===== src/rtl/pet_vram_arbiter.sv =====
// PET video RAM arbiter: time-slices one VRAM between CRTC fetches and the CPU,
// with a one-entry posted write buffer (40/80-col) or direct CPU priority (2001 mode).
module pet_vram_arbiter (
  input  logic        clk,
  input  logic        reset,
  input  logic [4:0]  cnt31_i,
  input  logic        ce_1m,
  input  logic        pref_have_80_cols,
  input  logic        pref_eoi_blanks,
  input  logic [15:0] cpu_addr,
  input  logic [7:0]  cpu_data,
  input  logic        cpu_we,
  input  logic [9:0]  video_addr,
  output logic [10:0] vram_addr,
  output logic [7:0]  vram_wdata,
  output logic        vram_we,
  output logic        vram_cpu_video,
  output logic        load_sr,
  output logic        ce_pixel,
  output logic        ce_8m,
  output logic        wbuf_pending,
  output logic        snow_o,
  output logic        overrun_o
);

  typedef enum logic [1:0] {IDLE, VIDEO, WRITE} state_e;

  state_e      state_q, state_d;
  logic        video_q, video_d;
  logic        load_sr_q, load_sr_d;
  logic        ce_pixel_q, ce_pixel_d;
  logic        ce_8m_q, ce_8m_d;
  logic        pending_q, pending_d;
  logic        snow_q, snow_d;
  logic        overrun_q, overrun_d;
  logic [10:0] buf_addr_q, buf_addr_d;
  logic [7:0]  buf_data_q, buf_data_d;

  logic        vram_sel;
  logic        capture;
  logic        retire;
  logic        slot_lo, slot_hi, slot_end;
  logic [10:0] cpu_vaddr;
  logic [10:0] vid_vaddr;

  always_comb begin
    vram_sel  = (cpu_addr[15:11] == 5'b10000) ||
                (pref_eoi_blanks && (cpu_addr[15:12] == 4'b1000));
    cpu_vaddr = pref_have_80_cols ? cpu_addr[10:0] : {1'b0, cpu_addr[9:0]};
    vid_vaddr = pref_have_80_cols ? {video_addr, cnt31_i[4]} : {1'b0, video_addr};

    slot_lo  = (cnt31_i == 5'd3) || (pref_have_80_cols && (cnt31_i == 5'd19));
    slot_hi  = (cnt31_i == 5'd5) || (pref_have_80_cols && (cnt31_i == 5'd21));
    slot_end = (cnt31_i == 5'd6) || (pref_have_80_cols && (cnt31_i == 5'd22));

    video_d = video_q;
    if (slot_lo) video_d = 1'b0;
    if (slot_hi) video_d = 1'b1;

    load_sr_d = load_sr_q;
    if (slot_hi)       load_sr_d = 1'b1;
    else if (slot_end) load_sr_d = 1'b0;

    ce_pixel_d = pref_have_80_cols ? cnt31_i[0] : (cnt31_i[1:0] == 2'd1);
    ce_8m_d    = (cnt31_i[1:0] == 2'd1);

    retire  = (state_q == WRITE);
    capture = ~pref_eoi_blanks & ce_1m & cpu_we & vram_sel;

    // A capture during the retire cycle refills the buffer after the old entry drains.
    pending_d  = capture | (pending_q & ~retire);
    overrun_d  = capture & pending_q & ~retire;
    buf_addr_d = capture ? cpu_vaddr : buf_addr_q;
    buf_data_d = capture ? cpu_data  : buf_data_q;

    snow_d = pref_eoi_blanks & vram_sel & ~video_q;

    if (pending_d && video_d) state_d = WRITE;
    else if (!video_d)        state_d = VIDEO;
    else                      state_d = IDLE;
  end

  always_ff @(posedge clk) begin
    if (reset) begin
      state_q    <= IDLE;
      video_q    <= 1'b1;
      load_sr_q  <= 1'b0;
      ce_pixel_q <= 1'b0;
      ce_8m_q    <= 1'b0;
      pending_q  <= 1'b0;
      snow_q     <= 1'b0;
      overrun_q  <= 1'b0;
      buf_addr_q <= '0;
      buf_data_q <= '0;
    end else begin
      state_q    <= state_d;
      video_q    <= video_d;
      load_sr_q  <= load_sr_d;
      ce_pixel_q <= ce_pixel_d;
      ce_8m_q    <= ce_8m_d;
      pending_q  <= pending_d;
      snow_q     <= snow_d;
      overrun_q  <= overrun_d;
      buf_addr_q <= buf_addr_d;
      buf_data_q <= buf_data_d;
    end
  end

  always_comb begin
    // Reset masks the write strobe so a pending entry is dropped without a pulse.
    vram_we    = ~reset & (retire | (pref_eoi_blanks & cpu_we & vram_sel & ce_1m));
    vram_wdata = retire ? buf_data_q : cpu_data;
    if (retire)
      vram_addr = buf_addr_q;
    else if (vram_sel && (video_q || pref_eoi_blanks))
      vram_addr = cpu_vaddr;
    else
      vram_addr = vid_vaddr;
  end

  assign vram_cpu_video = video_q;
  assign load_sr        = load_sr_q;
  assign ce_pixel       = ce_pixel_q;
  assign ce_8m          = ce_8m_q;
  assign wbuf_pending   = pending_q;
  assign snow_o         = snow_q;
  assign overrun_o      = overrun_q;

endmodule


===== config.mk =====
export PLATFORM = sky130hd
export DESIGN_NAME = pet_vram_arbiter
export DESIGN_NICKNAME = d
export VERILOG_FILES = /design/src/rtl/pet_vram_arbiter.sv
export SDC_FILE = /design/constraint.sdc
export NUM_CORES = 1
export LEC_CHECK = 0
export CAP_MARGIN = 20
export CORE_UTILIZATION = 39
export DETAILED_ROUTE_END_ITERATION = 7
export PLACE_DENSITY = 0.76
export SYNTH_ARGS = -nofsm -noshare
export SYNTH_HDL_FRONTEND = slang
export SYNTH_SLANG_ARGS = --single-unit
export TNS_END_PERCENT = 10

===== constraint.sdc =====
create_clock -name clk -period 1.35 [get_ports clk]
set_input_delay 0.2025 -clock clk [delete_from_list [all_inputs] [get_ports clk]]
set_output_delay 0.2025 -clock clk [all_outputs]
set_load 0.01 [all_outputs]

# Word-level counts from Yosys, hierarchy flattened
# Index checks and enable logic that the tools add are counted.
[classes]
n_reduce_logical = 13
n_mux = 12
bitwise_logic = 18
eq_ne = 10
[op_table]
columns = ["cell", "n"]
rows = [
  ["$mux W11", 4],
  ["$eq A5 B5 Y1 const B", 4],
  ["$and A1 B1 Y1", 12],
  ["$eq A5 B3 Y1 const B", 2],
  ["$mux W8", 1],
  ["$logic_and A1 B1 Y1", 6],
  ["$mux W1", 6],
  ["$eq A5 B2 Y1 const B", 1],
  ["$logic_or A1 B1 Y1", 5],
  ["$eq A4 B4 Y1 const B", 1],
  ["$not A1 Y1", 4],
  ["$eq A2 B1 Y1 const B", 1],
  ["$eq A2 B2 Y1 const B", 1],
  ["$mux W2", 1],
  ["$or A1 B1 Y1", 2],
  ["$reduce_bool A2 Y1", 1],
  ["$reduce_or A2 Y1", 1],
]
[word_totals]
output_inout_bits = 27
inputBits = 45
register_bits = 28
word_cells = 64

# Logic depth before layout (Yosys ltp)
[depth]
ltp_word = 7
depth_mapped = 5

# Worst setup path before layout
# OpenSTA, ideal clock, no wires.
[synth_path]
kind = "register to output"
start = "reg state_q[1]"
end = "out vram_addr[5]"
t_arrival_ns = 1.318
n_path_buf = 2
t_required_ns = 1.148
setup_slack_ns = -0.171
stages_incl_launch_ff = 6
cell_sequence = "dfxtp_1 > nor2b_1 > buf_2 > buf_2 > a211oi_1 > a211oi_1"
[synth_via]
elab_chain_cells = 2
[synth_lines]
columns = ["item", "line_no", "rtl"]
rows = [
  ["start: declaration", "28", "state_e state_q, state_d;"],
  ["start signal: assignment", "96", "state_q <= state_d;"],
  ["$eq A2 B2 Y1", "67", "retire = (state_q == WRITE);"],
  ["$mux W11", "113", "if (retire)"],
  ["end: declaration", "14", "output logic [10:0] vram_addr,"],
]
# No other way between the ends.

# Final worst setup path
[layout_path]
start = "in cpu_addr[14]"
end = "out vram_addr[3]"
[layout_via]
elab_chain_cells = 6
elab_cells_between_ends = 7
cone_classes = "eq/ne (2); mux (2); reduce/logical (3)"
[layout_lines]
columns = ["item", "line_no", "rtl"]
rows = [
  ["start: declaration", "10", "input logic [15:0] cpu_addr,"],
  ["$eq A4 B4 Y1", "48", "(pref_eoi_blanks && (cpu_addr[15:12] == 4'b1000));"],
  ["$logic_and A1 B1 Y1", "48", ""],
  ["$logic_or A1 B1 Y1 (*)", "47", "vram_sel = (cpu_addr[15:11] == 5'b10000) ||"],
  ["$logic_and A1 B1 Y1 (*)", "115", "else if (vram_sel && (video_q || pref_eoi_blanks))"],
  ["$mux W11 (*)", "115", ""],
  ["$mux W11 (*)", "113", ""],
]
# Every way passes the cells marked *; elsewhere a longest branch is shown, timed or not.

==> results.tsv <==
metric	value	unit
grt_max_degree	29	
drive_gt1_share	42.41	%
drc_errors	0	
yosys.area.top_type	dfxtp_1	
p_int	1.371	mW
synth_xor_area_share	0	%
power	1.942	mW
p_sw_share	29.40	%
fin_crit	1.922	ns
min_path_type	in -> reg	
ys_top_cells_by_area	dfxtp_1, a211oi_1, a2111oi_2	
synth_top_family_by_area	compound AO/OA/AOI/OAI gates	
multiInputGateArea	1371	sq um
worstMarginPinSlew	0.3476	ns
synthAdderAreaFrac	0	%
route.met3.wl	386	um
drtAntennaViolNets	0	
drv_slew	0	
fillers	250	
place.gp.congestion	0.7852	
max_freq	0.5202	GHz
timing.setup.tns	-11.27	ns
hold_violations	0	
syn_area	1734	sq um
ys_warn_count	0	
io_pins	72	
synth.most_common_cell	dfxtp_1	
synth_cells	225	
synthSimpleGateAreaFrac	27.56	%
grt_pass1_wl	10940	um
synth-compound-area-share	33.48	%
portBuffers	71	
pre_cts_ws	-1.096	ns
cts_root_buf	clkbuf_8	
ir_drop	0.4817	mV
postSynthAreaPerCell	7.707	sq um
reg2reg_from	state_q[1]	
synth_top_area_share	32.32	%
timing.rr.end	wbuf_pending	
max_stage_delay	0.58	ns
sequentialPowerShare	43.1	%
dieHeight	68.68	um
seq_area	564.3	sq um
outcome	finished with violations	
worst_setup_path_end_kind	output pin	
syn_nets	270	
synth_seq_cells	28	
wl_per_cell	19.06	um
worstPathCellList	buf_6 > or4b_4 > buf_12 > buf_12 > a2111oi_4 > a211oi_2 > buf_2	
crit_slowest_cell	or4b_4	
grt_usage	31.85	%
slew_headroom	76.83	%
ctsHoldBuffers	0	
synth-seq-area-share	32.32	%
reg2reg_slack	0.05	ns
cp_max_fo	4	
cts-buffers-inserted	3	
arrival	1.72	ns
cts_buffer_depth	2	
wl	7606	um
cts.clk_slew.worst_paths	0.10	ns
hpwlAfterDp	4462	um
vias	2383	
start_kind	input port	
ys.flop_type	dfxtp_1	
coreArea	4144	sq um
path_common_cell	buf_12	
clkLatencyLatePin	0.28	ns
period_share	142.4	%
synth_edf_count	0	
critical_path_class	in -> out	
final_util	82.22	%
drtIter0Drc	194	
cts_tree	built	
top_layer	met4	
ff2ff_path_depth	6	
met2_length	3730	um
diodes	0	
rsz0062_at_grt	true	
final_nets	396	
synthArstFlopShare	0	%
power.leakage	1.384	nW
synth_cell_type_count	40	
muxShareOfSynthArea	0	%
vias_per_cell	5.972	
die_w	68.68	um
cap_viol_max_count	0	
clkPwrFrac	24.8	%
start_util	41.85	%
grt_pass1_vias	2274	
fin_ws	-0.5722	ns
comb_power_share	32.1	%
area_growth	96.46	%
p_sw	0.5707	mW
fin_skew	0.0005077	ns
required	1.15	ns
rows	23	
cp-startpoint	cpu_addr[14]	
timing.final.setup_violations	42	
ctsHtreeMaxLevel	1	
setup.worst_path.end	vram_addr[3]	
drt-pass1-iter-count	5	
hold_path_depth	4	
violations	setup timing	
powerDensity	569.9	nW/um^2
grt_antenna_before_repair	0	
cts_sinks	28	
holdWs	0.4818	ns
grt_overflow_total	0	
dieArea	4717	sq um
synth_commonest_cells	dfxtp_1, nand2_1, a21oi_1	
wl_met1	3142	um
power by group through the flow:
stage | combinational [mW] | clock [mW] | sequential (mW)
finish | 0.624 | 0.481 | 0.837
global route | 0.657 | 0.507 | 0.837
CTS | 0.594 | 0.464 | 0.836
detailed placement | 0.589 | 0 | 0.855
global placement | 0.582 | 0 | 0.855
floorplan | 0.213 | 0 | 0.858
cell type report:
class / count / share of cell area, %
clock buffer: 3 / 1.212
inverter: 4 / 0.4407
multi-input combinational: 172 / 40.25
sequential: 28 / 16.56
tap: 50 / 1.836
timing repair buffer: 142 / 39.70
cells in the final DEF (no fill, tap or decap), types with 13 or more instances in the layout:
cell / Yosys / layout
a21oi_1: 22 / 19
a211oi_2: 0 / 13
nand3_1: 20 / 20
buf_6: 1 / 15
clkdlybuf4s50_1: 0 / 36
nand2_1: 26 / 25
o21ai_1: 20 / 15
dfxtp_1: 28 / 25
buf_4: 1 / 46
buf_2: 8 / 21
kinds of logic after synthesis:
family,Yosys count
and+or+nand+nor,89
AOI/OAI and AO/OA,83
DFF,28
buffers and inverters,25
worst min path at each step:
stage	endpoint	from	slack, ns
2_1_floorplan	ce_8m	cnt31_i[1]	0.27
3_3_place_gp	buf_addr_q[1]	buf_addr_q[1]	0.47
3_5_place_dp	buf_data_q[2]	buf_data_q[2]	0.47
4_1_cts	ce_pixel	pref_have_80_cols	0.48
5_1_grt	buf_data_q[1]	buf_data_q[1]	0.50
6_report	ce_pixel	pref_have_80_cols	0.48
what timing repair did:
| item | in CTS | in global routing |
|---|---|---|
| setup buffers | 18 | 2 |
| endpoints found under the setup margin | 49 | 47 |
| cloned | 2 | 0 |
| pin swaps | 15 | 3 |
| resized for setup | 139 | 22 |
registers in the layout, summed over array words and instances (netlist names):
signal	count
buf_data_q	8
state_q	2
load_sr	1
wbuf_pending	1
overrun_o	1
ce_8m	1
snow_o	1
ce_pixel	1
vram_cpu_video	1
buf_addr_q	11
per-stage QoR:
| step | cell area [sq um] | instances |
|---|---|---|
| after floorplan | 1913 | 225 |
| after global placement | 3028 | 375 |
| after detailed placement | 3028 | 375 |
| after CTS | 3309 | 397 |
| after global routing | 3407 | 399 |
| final | 3407 | 399 |
critical path: cells and delay by family:
| family | cells | cell delay, ns |
|---|---|---|
| simple gates | 1 | 0.58 |
| buf+inv | 4 | 0.52 |
| compound gates | 2 | 0.41 |
routing by layer:
metal	vias up	track usage [%]
met5	-	0
met4	0	19.53
met3	32	3.125
met2	119	52.70
met1	1139	39.62
li1	1093	-
(Power assumes the default switching activity.)
